===== src/rtl/pooling_stream_unit.sv =====
// Streaming KxK pooling unit (max or average, stride K) over a row-major
// pixel stream. One partial-result entry per output column is kept in a
// line buffer; a result is emitted one cycle after the last pixel of each
// window is accepted.
module pooling_stream_unit #(
   parameter int DATA_WIDTH = 8,
   parameter int POOL_K     = 2,
   parameter int MAX_WIDTH  = 64,
   parameter int DIM_BITS   = 7
) (
   input  logic                  clk,
   input  logic                  nrst,
   input  logic                  start,
   input  logic                  mode,
   input  logic [DIM_BITS-1:0]   cfg_width,
   input  logic [DIM_BITS-1:0]   cfg_height,
   input  logic                  in_valid,
   input  logic [DATA_WIDTH-1:0] in_data,
   output logic                  in_ready,
   output logic                  out_valid,
   output logic [DATA_WIDTH-1:0] out_data,
   input  logic                  out_ready,
   output logic                  busy,
   output logic                  pool_done
);

   localparam int LK   = (POOL_K == 4) ? 2 : 1;          // log2(POOL_K)
   localparam int EW   = DATA_WIDTH + 2 * LK;            // entry width, holds a full window sum
   localparam int NENT = MAX_WIDTH / POOL_K;
   localparam int IW   = (NENT > 1) ? $clog2(NENT) : 1;
   localparam logic [DIM_BITS-1:0] KDIM  = DIM_BITS'(POOL_K);
   localparam logic [DIM_BITS-1:0] KMASK = DIM_BITS'(POOL_K - 1);
   localparam logic [DIM_BITS-1:0] ONE   = DIM_BITS'(1);

   typedef enum logic [1:0] {IDLE, RUN, FLUSH} state_t;

   state_t                state_q, state_d;
   logic                  mode_q, mode_d;
   logic [DIM_BITS-1:0]   width_q, width_d, height_q, height_d;
   logic [DIM_BITS-1:0]   col_q, col_d, row_q, row_d;
   logic                  out_valid_q, out_valid_d;
   logic [DATA_WIDTH-1:0] out_data_q, out_data_d;
   logic                  done_q, done_d;
   logic [EW-1:0]         lbuf_q [NENT];

   logic                  accept, in_win, first_px, last_px, row_end, frame_end;
   logic [DIM_BITS-1:0]   wlim, hlim;
   logic [IW-1:0]         idx;
   logic [EW-1:0]         entry, pix_ext, comb_val;
   logic [DATA_WIDTH-1:0] result;

   assign in_ready  = (state_q == RUN) && (!out_valid_q || out_ready);
   assign accept    = in_valid && in_ready;
   // Only whole windows count; trailing columns/rows are swallowed.
   assign wlim      = width_q & ~KMASK;
   assign hlim      = height_q & ~KMASK;
   assign in_win    = (col_q < wlim) && (row_q < hlim);
   assign first_px  = ((col_q & KMASK) == '0) && ((row_q & KMASK) == '0);
   assign last_px   = ((col_q & KMASK) == KMASK) && ((row_q & KMASK) == KMASK);
   assign row_end   = (col_q == width_q - ONE);
   assign frame_end = row_end && (row_q == height_q - ONE);
   assign idx       = IW'(col_q >> LK);
   assign entry     = lbuf_q[idx];
   assign pix_ext   = EW'(in_data);

   // Merge the incoming pixel with its column entry; the first pixel of a window restarts it.
   always_comb begin
      comb_val = pix_ext;
      if (!first_px) begin
         if (mode_q) comb_val = entry + pix_ext;
         else        comb_val = (pix_ext > entry) ? pix_ext : entry;
      end
      result = mode_q ? comb_val[EW-1:2*LK] : comb_val[DATA_WIDTH-1:0];
   end

   // Line buffer of per-column partial results.
   always_ff @(posedge clk or negedge nrst) begin
      if (!nrst) begin
         for (int i = 0; i < NENT; i++) lbuf_q[i] <= '0;
      end else if (accept && in_win) begin
         lbuf_q[idx] <= comb_val;
      end
   end

   // State, config, counters and output registers.
   always_ff @(posedge clk or negedge nrst) begin
      if (!nrst) begin
         state_q     <= IDLE;
         mode_q      <= 1'b0;
         width_q     <= '0;
         height_q    <= '0;
         col_q       <= '0;
         row_q       <= '0;
         out_valid_q <= 1'b0;
         out_data_q  <= '0;
         done_q      <= 1'b0;
      end else begin
         state_q     <= state_d;
         mode_q      <= mode_d;
         width_q     <= width_d;
         height_q    <= height_d;
         col_q       <= col_d;
         row_q       <= row_d;
         out_valid_q <= out_valid_d;
         out_data_q  <= out_data_d;
         done_q      <= done_d;
      end
   end

   // Next-state: frame sequencing, pixel counting and result hand-off.
   always_comb begin
      state_d     = state_q;
      mode_d      = mode_q;
      width_d     = width_q;
      height_d    = height_q;
      col_d       = col_q;
      row_d       = row_q;
      out_valid_d = out_valid_q;
      out_data_d  = out_data_q;
      done_d      = 1'b0;
      if (out_valid_q && out_ready) out_valid_d = 1'b0;
      case (state_q)
         IDLE: begin
            if (start) begin
               mode_d   = mode;
               width_d  = cfg_width;
               height_d = cfg_height;
               col_d    = '0;
               row_d    = '0;
               // A frame smaller than one window finishes immediately.
               if (cfg_width >= KDIM && cfg_height >= KDIM) state_d = RUN;
               else                                         done_d  = 1'b1;
            end
         end
         RUN: begin
            if (accept) begin
               if (row_end) begin
                  col_d = '0;
                  row_d = row_q + ONE;
               end else begin
                  col_d = col_q + ONE;
               end
               if (in_win && last_px) begin
                  out_valid_d = 1'b1;
                  out_data_d  = result;
               end
               if (frame_end) state_d = FLUSH;
            end
         end
         FLUSH: begin
            if (!out_valid_q || out_ready) begin
               state_d = IDLE;
               done_d  = 1'b1;
            end
         end
         default: state_d = IDLE;
      endcase
   end

   assign out_valid = out_valid_q;
   assign out_data  = out_data_q;
   assign busy      = (state_q != IDLE);
   assign pool_done = done_q;

endmodule


===== config.mk =====
export PLATFORM = sky130hd
export DESIGN_NAME = pooling_stream_unit
export DESIGN_NICKNAME = d
export VERILOG_FILES = /design/src/rtl/pooling_stream_unit.sv
export SDC_FILE = /design/constraint.sdc
export NUM_CORES = 1
export LEC_CHECK = 0
export BUFFER_PORTS_ARGS = -buffer_cell sky130_fd_sc_hd__buf_4
export CAP_MARGIN = 20
export CORE_MARGIN = 5
export CORE_UTILIZATION = 60
export DETAILED_ROUTE_END_ITERATION = 10
export PLACE_DENSITY = 0.81
export SYNTH_ARGS = -nofsm -noshare
export SYNTH_HDL_FRONTEND = slang
export SYNTH_SLANG_ARGS = --single-unit

===== constraint.sdc =====
create_clock -name clk -period 10.8 [get_ports clk]
set_clock_uncertainty 0.05 [all_clocks]
set_input_delay 2.16 -clock clk [delete_from_list [all_inputs] [get_ports clk]]
set_output_delay 2.16 -clock clk [all_outputs]
set_load 0.005 [all_outputs]

# Word-level counts from Yosys, hierarchy flattened
# Cells that the tools add are included.
dict set report word_totals {
  ff_bits 361
  input_bits 28
  output_inout_bits 12
  word_cells 118
}
dict set report op_classes {
  add_sub_neg 5
  order_cmp 7
  n_eq_ne 10
  muxes 31
  bitwise 1
  reduce_logical 23
}
# op n
set ops {}
lappend ops {{$bwmux 320} 1}
lappend ops {{$mux 10} 6}
lappend ops {{$bmux 10 s5} 1}
lappend ops {{$demux 10 s5} 1}
lappend ops {{$mux 7} 5}
lappend ops {{$pmux 7 s2} 2}
lappend ops {{$add 7x1->7 const B} 2}
lappend ops {{$eq 7x7->1} 2}
lappend ops {{$ge 7x2->1 const B} 2}
lappend ops {{$logic_not 7->1} 2}
lappend ops {{$lt 7x7->1} 2}
lappend ops {{$sub 7x1->7 const B} 2}
lappend ops {{$ne 2x2->1 const B} 6}
lappend ops {{$logic_and 1x1->1} 11}
lappend ops {{$add 10x8->10} 1}
lappend ops {{$gt 8x10->1} 1}
lappend ops {{$mux 2} 5}
lappend ops {{$mux 8} 1}
lappend ops {{$mux 1} 7}
lappend ops {{$ge 6x6->1 const B} 1}
lappend ops {{$lt 6x1->1 const B} 1}
lappend ops {{$not 5->6} 1}
lappend ops {{$pmux 2 s3} 1}
lappend ops {{$reduce_and 3->1} 2}
lappend ops {{other kinds (10)} 11}

# Depth between registers and ports, before layout
# Gate-level depths: netlist of run 1.
dict set report depth {
  depth_word 9
  ltp_mapped 20
}

# Worst setup path after synthesis of run 1
# No wires, ideal clock.
dict set report synth_timing {
  kind {in2out}
  startpoint {input out_ready}
  endpoint {output in_ready}
  t_arrival_ns 2.346
  required_time_ns 8.590
  slack_ns 6.244
  cell_stages 2
  n_path_buf 0
  cell_sequence {nor2b_1 > nor2_1}
}
dict set report synth_between {
  elab_chain_len 2
}
# item line
set synth_lines {}
lappend synth_lines {{from (decl)} 22} ;# input logic out_ready,
lappend synth_lines {{$logic_or 1x1->1} 52} ;# assign in_ready = (state_q == RUN) && (!out_valid_q || out_ready);
lappend synth_lines {{$logic_and 1x1->1} 52}
lappend synth_lines {{to (decl)} 19} ;# output logic in_ready,
# No other way between the ends.

# Final worst setup path of run 1
dict set report layout_timing {
  startpoint {register col_q[2]}
  endpoint {register lbuf_q[142] (netlist name)}
}
dict set report layout_between {
  elab_chain_len 9
  word_cells_on_any_way 18
}
# item line
set layout_lines {}
lappend layout_lines {{from (decl)} 40} ;# logic [DIM_BITS-1:0] col_q, col_d, row_q, row_d;
lappend layout_lines {{from (signal assigned)} 102} ;# col_q <= col_d;
lappend layout_lines {{$not 5->6 (not written as such)} {63, 81}}
lappend layout_lines {{$bmux 10 s5} 63} ;# assign entry = lbuf_q[idx];
lappend layout_lines {{$mux 10 (not written as such) (2 in series)} 63}
lappend layout_lines {{$gt 8x10->1} 71} ;# else comb_val = (pix_ext > entry) ? pix_ext : entry;
lappend layout_lines {{$mux 10} 71}
lappend layout_lines {{$mux 10} 70} ;# if (mode_q) comb_val = entry + pix_ext;
lappend layout_lines {{$mux 10} 69} ;# if (!first_px) begin
lappend layout_lines {{$bwmux 320} 81} ;# lbuf_q[idx] <= comb_val;
lappend layout_lines {{to (signal, indexed assignment)} 81}
lappend layout_lines {{to (decl)} 44} ;# logic [EW-1:0] lbuf_q [NENT];
# Parallel ways exist; a longest one is shown, timed or not. The select of a mux whose other input is x is not followed.
# A chain may end at the register's enable or synchronous reset.

==> impl_results.md, run 1 <==
* Status: finished, final reports clean
* Worst hold endpoint: lbuf_q[259]
* Num Clock Sinks at 361
* Setup ws final at 4.46 ns
* Power Dens Cells at roughly 290 mW/mm^2
* Leading area contributor after synthesis: dfrtp_1
* Vias at ~13k
* CTS buffer count at 38
* Leak at 8.60 nW
* Crit path max fanout at 53
* CTS tree: built
* CORE AREA at 0.0288 sq mm
* I/O Buffers at 39
* Worst Hold Launch: lbuf_q[259]
* Grt total ovfl at 0
* Setup TNS after final layout at 0 ns
* R2R setup slack at between 4 and 5 ns
* Setup crit end kind: register
* Initial antenna violation count at 0
* Cells along the critical path: buf_4, mux4_2, a22oi_1, nand4_1, inv_1, ha_1, nor2b_1, o21bai_1, a31oi_1, o21ai_0, o31ai_4, o22ai_1, a221oi_4, buf_4, o21ai_0
* Post-Syn Instances at 1628
* Worst r2r src: col_q[2]
* CP Buf/Inv Count at 3
* GRT Overall Usage at 0.274
* Vias per cell at 6.33
* Hold buffer count at CTS at 0
* Sequential fraction of the synthesis area at 0.514
* Number of I/O pins at 40
* Worst hold-check path type: reg -> reg
* Most used DFF post-synth: dfrtp_1
* Hold Crit Depth at 1
* Slowest cell on crit path: dfrtp_4
* Stages on the worst setup path at 15
* Root Buffer Master: clkbuf_16
* Crit path time final at between 6 and 7 ns
* Nets@finish at 1667
* RSZ-0062 raised after global routing: false
* H-tree levels at 2
* Yosys warning count at 0
* Area growth syn-to-layout at 9.44%
* Ys async rst share at 1.00
* Placed Instances at between 1.5k and 2k
* Initial Util at 0.610
* Largest net degree at the start of global routing at 107
* Pre-CTS WS at 4.45 ns
* MaxCap Viol Count at 0
* Initial detailed-routing violation count at between 1k and 1.5k
* Synth top area share at 0.514
* Crit path DAT at 6.68 ns
* Final setup vio count at 0
* Hold Worst Slack at 0.422 ns
* Post-CTS Setup Bufs at 0
* DRC at 0
* Routability cong. at 0.953
* Drt pass-1 iters at 5
* Critical Path Max Stage Delay at 0.93 ns
* Die X at 181 um
* Top delay family on crit path: compound AO/OA/AOI/OAI gates
* Wire per inst at roughly 22 um
* Area contributors post-synth: dfrtp_1 51%, mux4_2 8.7%, nand2_1 5.5%
* Global-route wire length before repair at between 70 and 80 mm
* Core Rows at 62
* Synth Area per Inst at 10.8 sq um
* Critical path class: reg -> reg
* Share of layout cells above drive strength 1 at 0.178
* Die area at between 0.03 and 0.04 sq mm
* Worst-Margin Slew at 1.11 ns
* Clk_lat worst skew at between 0.5 and 0.6 ns
* Worst slew margin at 0.253
* Routed wire length at 44.6 mm
* DRT antenna net count at 0
* Startpoint types: register
* Die Y at 181 um
* Worst VDD drop at approximately 0.00021 V
* DP HPWL at between 20 and 30 mm
* Reg2reg path depth at 15
* Fmax at 158 MHz
* Inserted Diodes at 0
* Final hold vios at 0
* Max Root-Sink Buffers at 3
* WP data required at 11.14 ns
* CP startpoint: col_q[2]
* Final Non-Filler Cells at 2020
* Vias in the first global route at 12.9k
* Post-synth EDFFs at 0
* RR Endpoint: lbuf_q[142]
* Synthesized flop and latch total at 361
* Worst-path clk slew at ~0.06 ns
* Yosys cell types at 66
* Syn_nets at 1687
* Mapped Area at around 0.018 sq mm
* Post-cts sizing count at 0
* Final Max Slew Viols at 0
* Fin crit share at 0.587
-- where the power goes --
| part | leakage [nW] | total [mW] | internal (mW) | switching [mW] |
|---|---|---|---|---|
| Clock | 0.600 | 1.28 | 0.750 | 0.535 |
| Combinational | 3.18 | 2.43 | 0.847 | 1.58 |
| Sequential | 4.82 | 1.81 | 1.57 | 0.235 |
| Total | 8.60 | 5.52 | 3.17 | 2.35 |
-- cell type report --
type	instances	area [sq um]
multi-input combinational	1085	7760
timing repair buffer	63	504
tap	384	480
clock buffer	57	1090
inverter	59	221
fill	2050	9560
clock inverter	11	124
sequential	361	9040
-- registers in the layout, indices dropped and copies added (netlist names) --
register,count
lbuf_q,320
row_q,7
mode_q,1
out_data,8
out_valid,1
width_q,7
pool_done,1
state_q,2
height_q,7
col_q,7
-- kinds of logic after synthesis --
logic type | count (synthesis) | share of synthesized area
flops | 361 | 0.514
simple gates | 446 | 0.114
compound gates | 395 | 0.130
xor+xnor | 31 | 0.0155
buf+inv | 182 | 0.0466
mux | 182 | 0.158
fa+ha+maj | 31 | 0.0225
-- per-stage QoR --
stage                util  power [mW]  area (sq um)
finish              0.668        5.52         19200
global route        0.668        5.79         19200
CTS                 0.668        5.48         19200
detailed placement  0.625        4.19         18000
global placement    0.624        4.09         18000
floorplan               -        3.43         17600
-- how the worst max path moves through the flow --
| stage | slack (ns) | to |
|---|---|---|
| finish | 4.46 | lbuf_q[142] |
| global route | 3.97 | lbuf_q[142] |
| CTS | 4.42 | lbuf_q[287] |
| detailed placement | 4.45 | lbuf_q[287] |
| global placement | 4.54 | lbuf_q[217] |
| floorplan | 6.24 | in_ready |
-- layout by cell type, fill, tap and decap left out, drive strengths merged, types with 14 or more instances in the layout --
| cell | n |
|---|---|
| nand3 | 18 |
| nand4 | 20 |
| a21oi | 51 |
| o21ai | 244 |
| mux2i | 47 |
| clkbuf | 57 |
| dfrtp | 361 |
| xnor2 | 18 |
| mux4 | 68 |
| inv | 61 |
| o22ai | 17 |
| nor2 | 76 |
| nand2 | 259 |
| ha | 30 |
| a22oi | 41 |
| buf | 63 |
| or2 | 14 |
| mux2 | 67 |
-- synthesized netlist by cell type, drive strengths merged (5+ instances only) --
cell type,number
dfrtp,361
nand2,259
o21ai,244
nor2,76
mux4,68
mux2,67
buf,64
clkbuf,59
inv,59
a21oi,51
mux2i,47
a22oi,41
ha,30
nand4,20
nand3,18
xnor2,18
o22ai,17
or2,14
xor2,13
a31oi,9
nor4,9
nor3,8
nand2b,7
and3,5
o211ai,5
or3,5
-- routing by layer --
layer	vias to the layer above	share of wire	track usage
met5	-	0	0
met4	0	0.039	0.0967
met3	118	0.084	0.0559
met2	556	0.47	0.439
met1	6390	0.41	0.377
li1	5722	-	-
No activity file was read; power rests on OpenSTA's default activity.
==> run 2, diff against run 1 <==
Settings changed: CORE_UTILIZATION 60 to 57.
Clock period 10.8 ns to 5.1 ns, I/O delays scaled along.
==> impl_results.md, run 2 (synthesis results as in run 1) <==
* Die Y at 186 um
* GRT Overall Usage at 0.271
* Routability cong. at just over 0.9
* Critical path class: reg -> reg
* Largest net degree at the start of global routing at 120
* Vias in the first global route at between 10k and 15k
* Setup ws final at 0.304 ns
* Worst hold-check path type: reg -> reg
* Most common cell after layout, fill and taps aside: dfrtp_1
* Wire per inst at 22.1 um
* H-tree levels at 2
* Worst-Margin Slew at approximately 1.0 ns
* Area growth syn-to-layout at 11.8%
* Commonest non-fill, non-tap cells in the layout: 359 x dfrtp_1, 259 x nand2_1, 123 x o21ai_1
* Status: finished, final reports clean
* Vias at about 13k
* Routed wire length at 45.7 mm
* Nets@finish at 1699
* Num Clock Sinks at around 360
* Root Buffer Master: clkbuf_16
* Final setup vio count at 0
* Global-route wire length before repair at 73.5 mm
* CTS buffer count at 38
* CORE AREA at about 0.031 sq mm
* MaxCap Viol Count at 0
* Vias per cell at 6.37
* Worst VDD drop at just over 0.0004 V
* Largest register FFs at 320
* CTS tree: built
* Fmax at 209 MHz
* Hold Worst Slack at 0.429 ns
* Setup crit end kind: register
* Top reg by flops: lbuf_q
* Initial detailed-routing violation count at ~1.4k
* Register area at ~0.009 sq mm
* Fillcell total at about 2.2k
* Final hold vios at 0
* Worst slew margin at 0.315
* Die area at about 0.034 sq mm
* Share of layout cells above drive strength 1 at 0.196
* Hold buffer count at CTS at 0
* DRC at 0
* WP data required at 5.44 ns
* Setup TNS after final layout at 0 ns
* Initial antenna violation count at 0
* Number of I/O pins at 40
* Inserted Diodes at 0
* Core Rows at 64
* Max Root-Sink Buffers at 3
* Fin crit share at 0.940
* Crit path max fanout at 44
* Grt total ovfl at 0
* Utilization after layout at 0.644
* Crit path DAT at 5.14 ns
* DP HPWL at 30.3 mm
* Drt pass-1 iters at 6
* Clk_lat worst skew at 0.54 ns
* DRT antenna net count at 0
* Initial Util at 0.576
* Leak at around 8.8 nW
* Final Max Slew Viols at 0
* I/O Buffers at 39
* Worst-path clk slew at 0.06 ns
* Power Dens Cells at around 610 mW/mm^2
* Startpoint types: register
* RSZ-0062 raised after global routing: false
* Crit path time final at 4.80 ns
* Pre-CTS WS at 0.242 ns
* Multi-input gate area at between 0.007 and 0.008 sq mm
* Die X at 186 um
run 2: timing repair:
item,4_1_cts,5_1_grt
buffers inserted,0,1
endpoints found under the setup margin,0,65
hold endpoints to repair,0,0
resized for setup,0,1
run 2: per-layer routing:
| metal | wire, um | share of wire | track usage |
|---|---|---|---|
| met1 | 18300 | 0.40 | 0.363 |
| met2 | 21300 | 0.47 | 0.430 |
| met3 | 3850 | 0.084 | 0.0633 |
| met4 | 2180 | 0.048 | 0.117 |
| met5 | 0 | 0 | 0 |
run 2: where the power goes:
group	internal [mW]	total (mW)	switching, mW
clock	1.60	2.75	1.15
sequential	3.34	3.72	0.382
combinational	2.05	5.50	3.45
run 2: per-stage QoR:
stage | total power [mW] | cell area (sq um) | std cells
final | 12.0 | 19600 | 2063
after detailed placement | 9.06 | 18400 | 1995
after floorplan | 7.26 | 17600 | 1628
after global placement | 8.91 | 18400 | 1995
after CTS | 11.9 | 19600 | 2062
after global routing | 12.6 | 19600 | 2063
run 2: worst paths after layout:
kind                                  start          end  slack, ns  cells after the start
worst max-delay path               col_q[2]  lbuf_q[182]       0.30                     17
worst min-delay path            lbuf_q[119]  lbuf_q[119]       0.43                      2
worst max register to register     col_q[2]  lbuf_q[182]       0.30                     17
worst min register to register  lbuf_q[119]  lbuf_q[119]       0.43                      2
max in group asynchronous              nrst   width_q[4]       3.33                      2
min in group asynchronous              nrst  height_q[3]       0.50                      1
run 2: layout make-up:
type                       count  share of cell area
clock inverter                10             0.00510
sequential                   361               0.460
inverter                      59              0.0113
tap                          396              0.0252
timing repair buffer          95              0.0443
multi-input combinational   1085               0.395
clock buffer                  57              0.0582
run 2: critical path, stage by stage (launching register included):
cell	delay, ns
dfrtp_4	0.63
buf_12	0.32
mux4_2	0.35
a22oi_1	0.37
nand4_1	0.32
inv_1	0.18
ha_1	0.23
nand4_1	0.14
o21bai_1	0.18
a31oi_1	0.13
o21ai_0	0.13
buf_4	0.16
o31ai_4	0.41
buf_4	0.24
o22ai_1	0.12
a221oi_4	0.28
buf_12	0.26
o21ai_1	0.12
==> run 3, diff against run 2 <==
Settings changed: CORE_UTILIZATION 57 to 60, PLACE_DENSITY 0.81 to 0.77.
Clock period 5.1 ns to 5.8 ns, I/O delays scaled along.
==> impl_results.md, run 3 (synthesis results as in run 1) <==
* Initial antenna violation count at 0
* Routed wire length at 45.3 mm
* I/O Buffers at 39
* Final Max Slew Viols at 0
* Num Clock Sinks at 361
* CORE AREA at 0.0288 sq mm
* Worst slew margin at 0.298
* MaxCap Viol Count at 0
* Fmax at around 180 MHz
* WP data required at 6.10 ns
* Die area at 0.0328 sq mm
* CTS tree: built
* Final hold vios at 0
* Number of I/O pins at 40
* Placed Instances at 1972
* Setup TNS after final layout at 0 ns
* Die Y at 181 um
* Core Rows at 62
* Fin crit share at 0.934
* Most common cell on crit path: buf_4
* Logic pwr share at 0.445
* Power Dens Cells at about 540 mW/mm^2
* Status: finished, final reports clean
* Wire per inst at 22.2 um
* Sw Pwr at 4.44 mW
* Nets@finish at 1688
* Power Total at 10.6 mW
* DRC at 0
* Crit path time final at ~5.4 ns
* Inserted Diodes at 0
* CP Buf/Inv Count at 3
* Vias per cell at 6.29
* CTS buffer count at 39
* H-tree levels at 2
* Clk pwr share at 0.241
* Post-cts sizing count at 0
* GRT Overall Usage at 0.280
* Sequential power share at 0.315
* Final setup vio count at 0
* Crit path max fanout at 32
* Grt total ovfl at 0
* Global-route wire length before repair at around 74 mm
* Area growth syn-to-layout at 11.1%
* Clk_lat worst skew at 0.53 ns
* Initial detailed-routing violation count at 1245
* Hold buffer count at CTS at 0
* Leak at 8.76 nW
* DRT antenna net count at 0
* Die X at around 180 um
* Post-CTS Setup Bufs at 0
* Vias at 12.8k
* Share of layout cells above drive strength 1 at 0.190
* Vias in the first global route at 13.1k
* Root Buffer Master: clkbuf_16
* Setup ws final at 0.380 ns
* Cells along the critical path: buf_4, mux4_2, a22oi_1, nand4_1, inv_1, ha_1, a211o_1, o211ai_1, a31oi_1, o21ai_0, or3_1, o22ai_1, a221oi_4, buf_4, a21oi_1
* Register area at about 0.0090 sq mm
* Largest register FFs at 320
* Critical path class: reg -> reg
* Fillcell total at 2088
* Largest net degree at the start of global routing at between 100 and 150
* Pre-CTS WS at about 0.54 ns
* Top reg by flops: lbuf_q
* Routability cong. at 0.944
* Worst-path clk slew at about 0.060 ns
* Initial Util at 0.610
* Max Root-Sink Buffers at 3
* Critical Path Max Stage Delay at 0.75 ns
* Most common cell after layout, fill and taps aside: dfrtp_1
* Crit path DAT at around 5.7 ns
* Sw Ratio at 0.420
* RSZ-0062 raised after global routing: false
* Top delay family on crit path: compound AO/OA/AOI/OAI gates
* Multi-input gate area at 0.00776 sq mm
* Worst VDD drop at 0.000372 V
* DP HPWL at about 30 mm
* Worst-Margin Slew at between 1 and 1.5 ns
* Startpoint types: register
* Commonest non-fill, non-tap cells in the layout: 359 x dfrtp_1, 259 x nand2_1, 123 x o21ai_1
* Slowest cell on crit path: dfrtp_4
* Final Non-Filler Cells at ~2.0k
* Setup crit end kind: register
* Worst hold-check path type: reg -> reg
* Cell Int Power at 6.13 mW
* Drt pass-1 iters at 5
## run 3: per-stage QoR
step                       util  hold WS [ns]  area (sq um)
after global placement    0.632         0.407         18200
final                     0.678         0.429         19500
after global routing      0.678         0.451         19500
after CTS                 0.678         0.427         19500
after detailed placement  0.632         0.413         18200
after floorplan               -         0.394         17600
## run 3: per-layer routing
layer  GRT usage  wire length, um
met4       0.106             1950
met5           0                0
met2       0.439            20900
met1       0.388            18600
met3      0.0625             3770
## run 3: path summary, 6_finish.rpt
check                           cells past startpoint        from  slack, ns     endpoint
worst max-delay path                               15    col_q[1]       0.38    lbuf_q[4]
worst min-delay path                                2  lbuf_q[41]       0.43   lbuf_q[41]
worst max register to register                     15    col_q[1]       0.38    lbuf_q[4]
worst min register to register                      2  lbuf_q[41]       0.43   lbuf_q[41]
max in group asynchronous                           2        nrst       3.78  lbuf_q[117]
min in group asynchronous                           1        nrst       0.67  height_q[0]
## run 3: layout make-up
class | instances | share of cell area
clock buffer | 59 | 0.0607
inverter | 59 | 0.0114
timing repair buffer | 83 | 0.0355
sequential | 361 | 0.463
multi-input combinational | 1085 | 0.398
tap | 384 | 0.0246
clock inverter | 9 | 0.00661
## run 3: worst min-delay path, delay by kind of cell (launching register included)
kind             cells  cell delay [ns]
AND/OR/NAND/NOR      1             0.04
flip-flops           1             0.34
AO/OA/AOI/OAI        1             0.06
## run 3: power groups by stage
| stage | logic [mW] | registers (mW) | clock network, mW |
|---|---|---|---|
| global route | 5.03 | 3.38 | 2.68 |
| CTS | 4.62 | 3.33 | 2.57 |
| detailed placement | 4.58 | 3.36 | 0 |
| global placement | 4.53 | 3.34 | 0 |
| floorplan | 3.24 | 3.14 | 0 |
| finish | 4.70 | 3.33 | 2.55 |
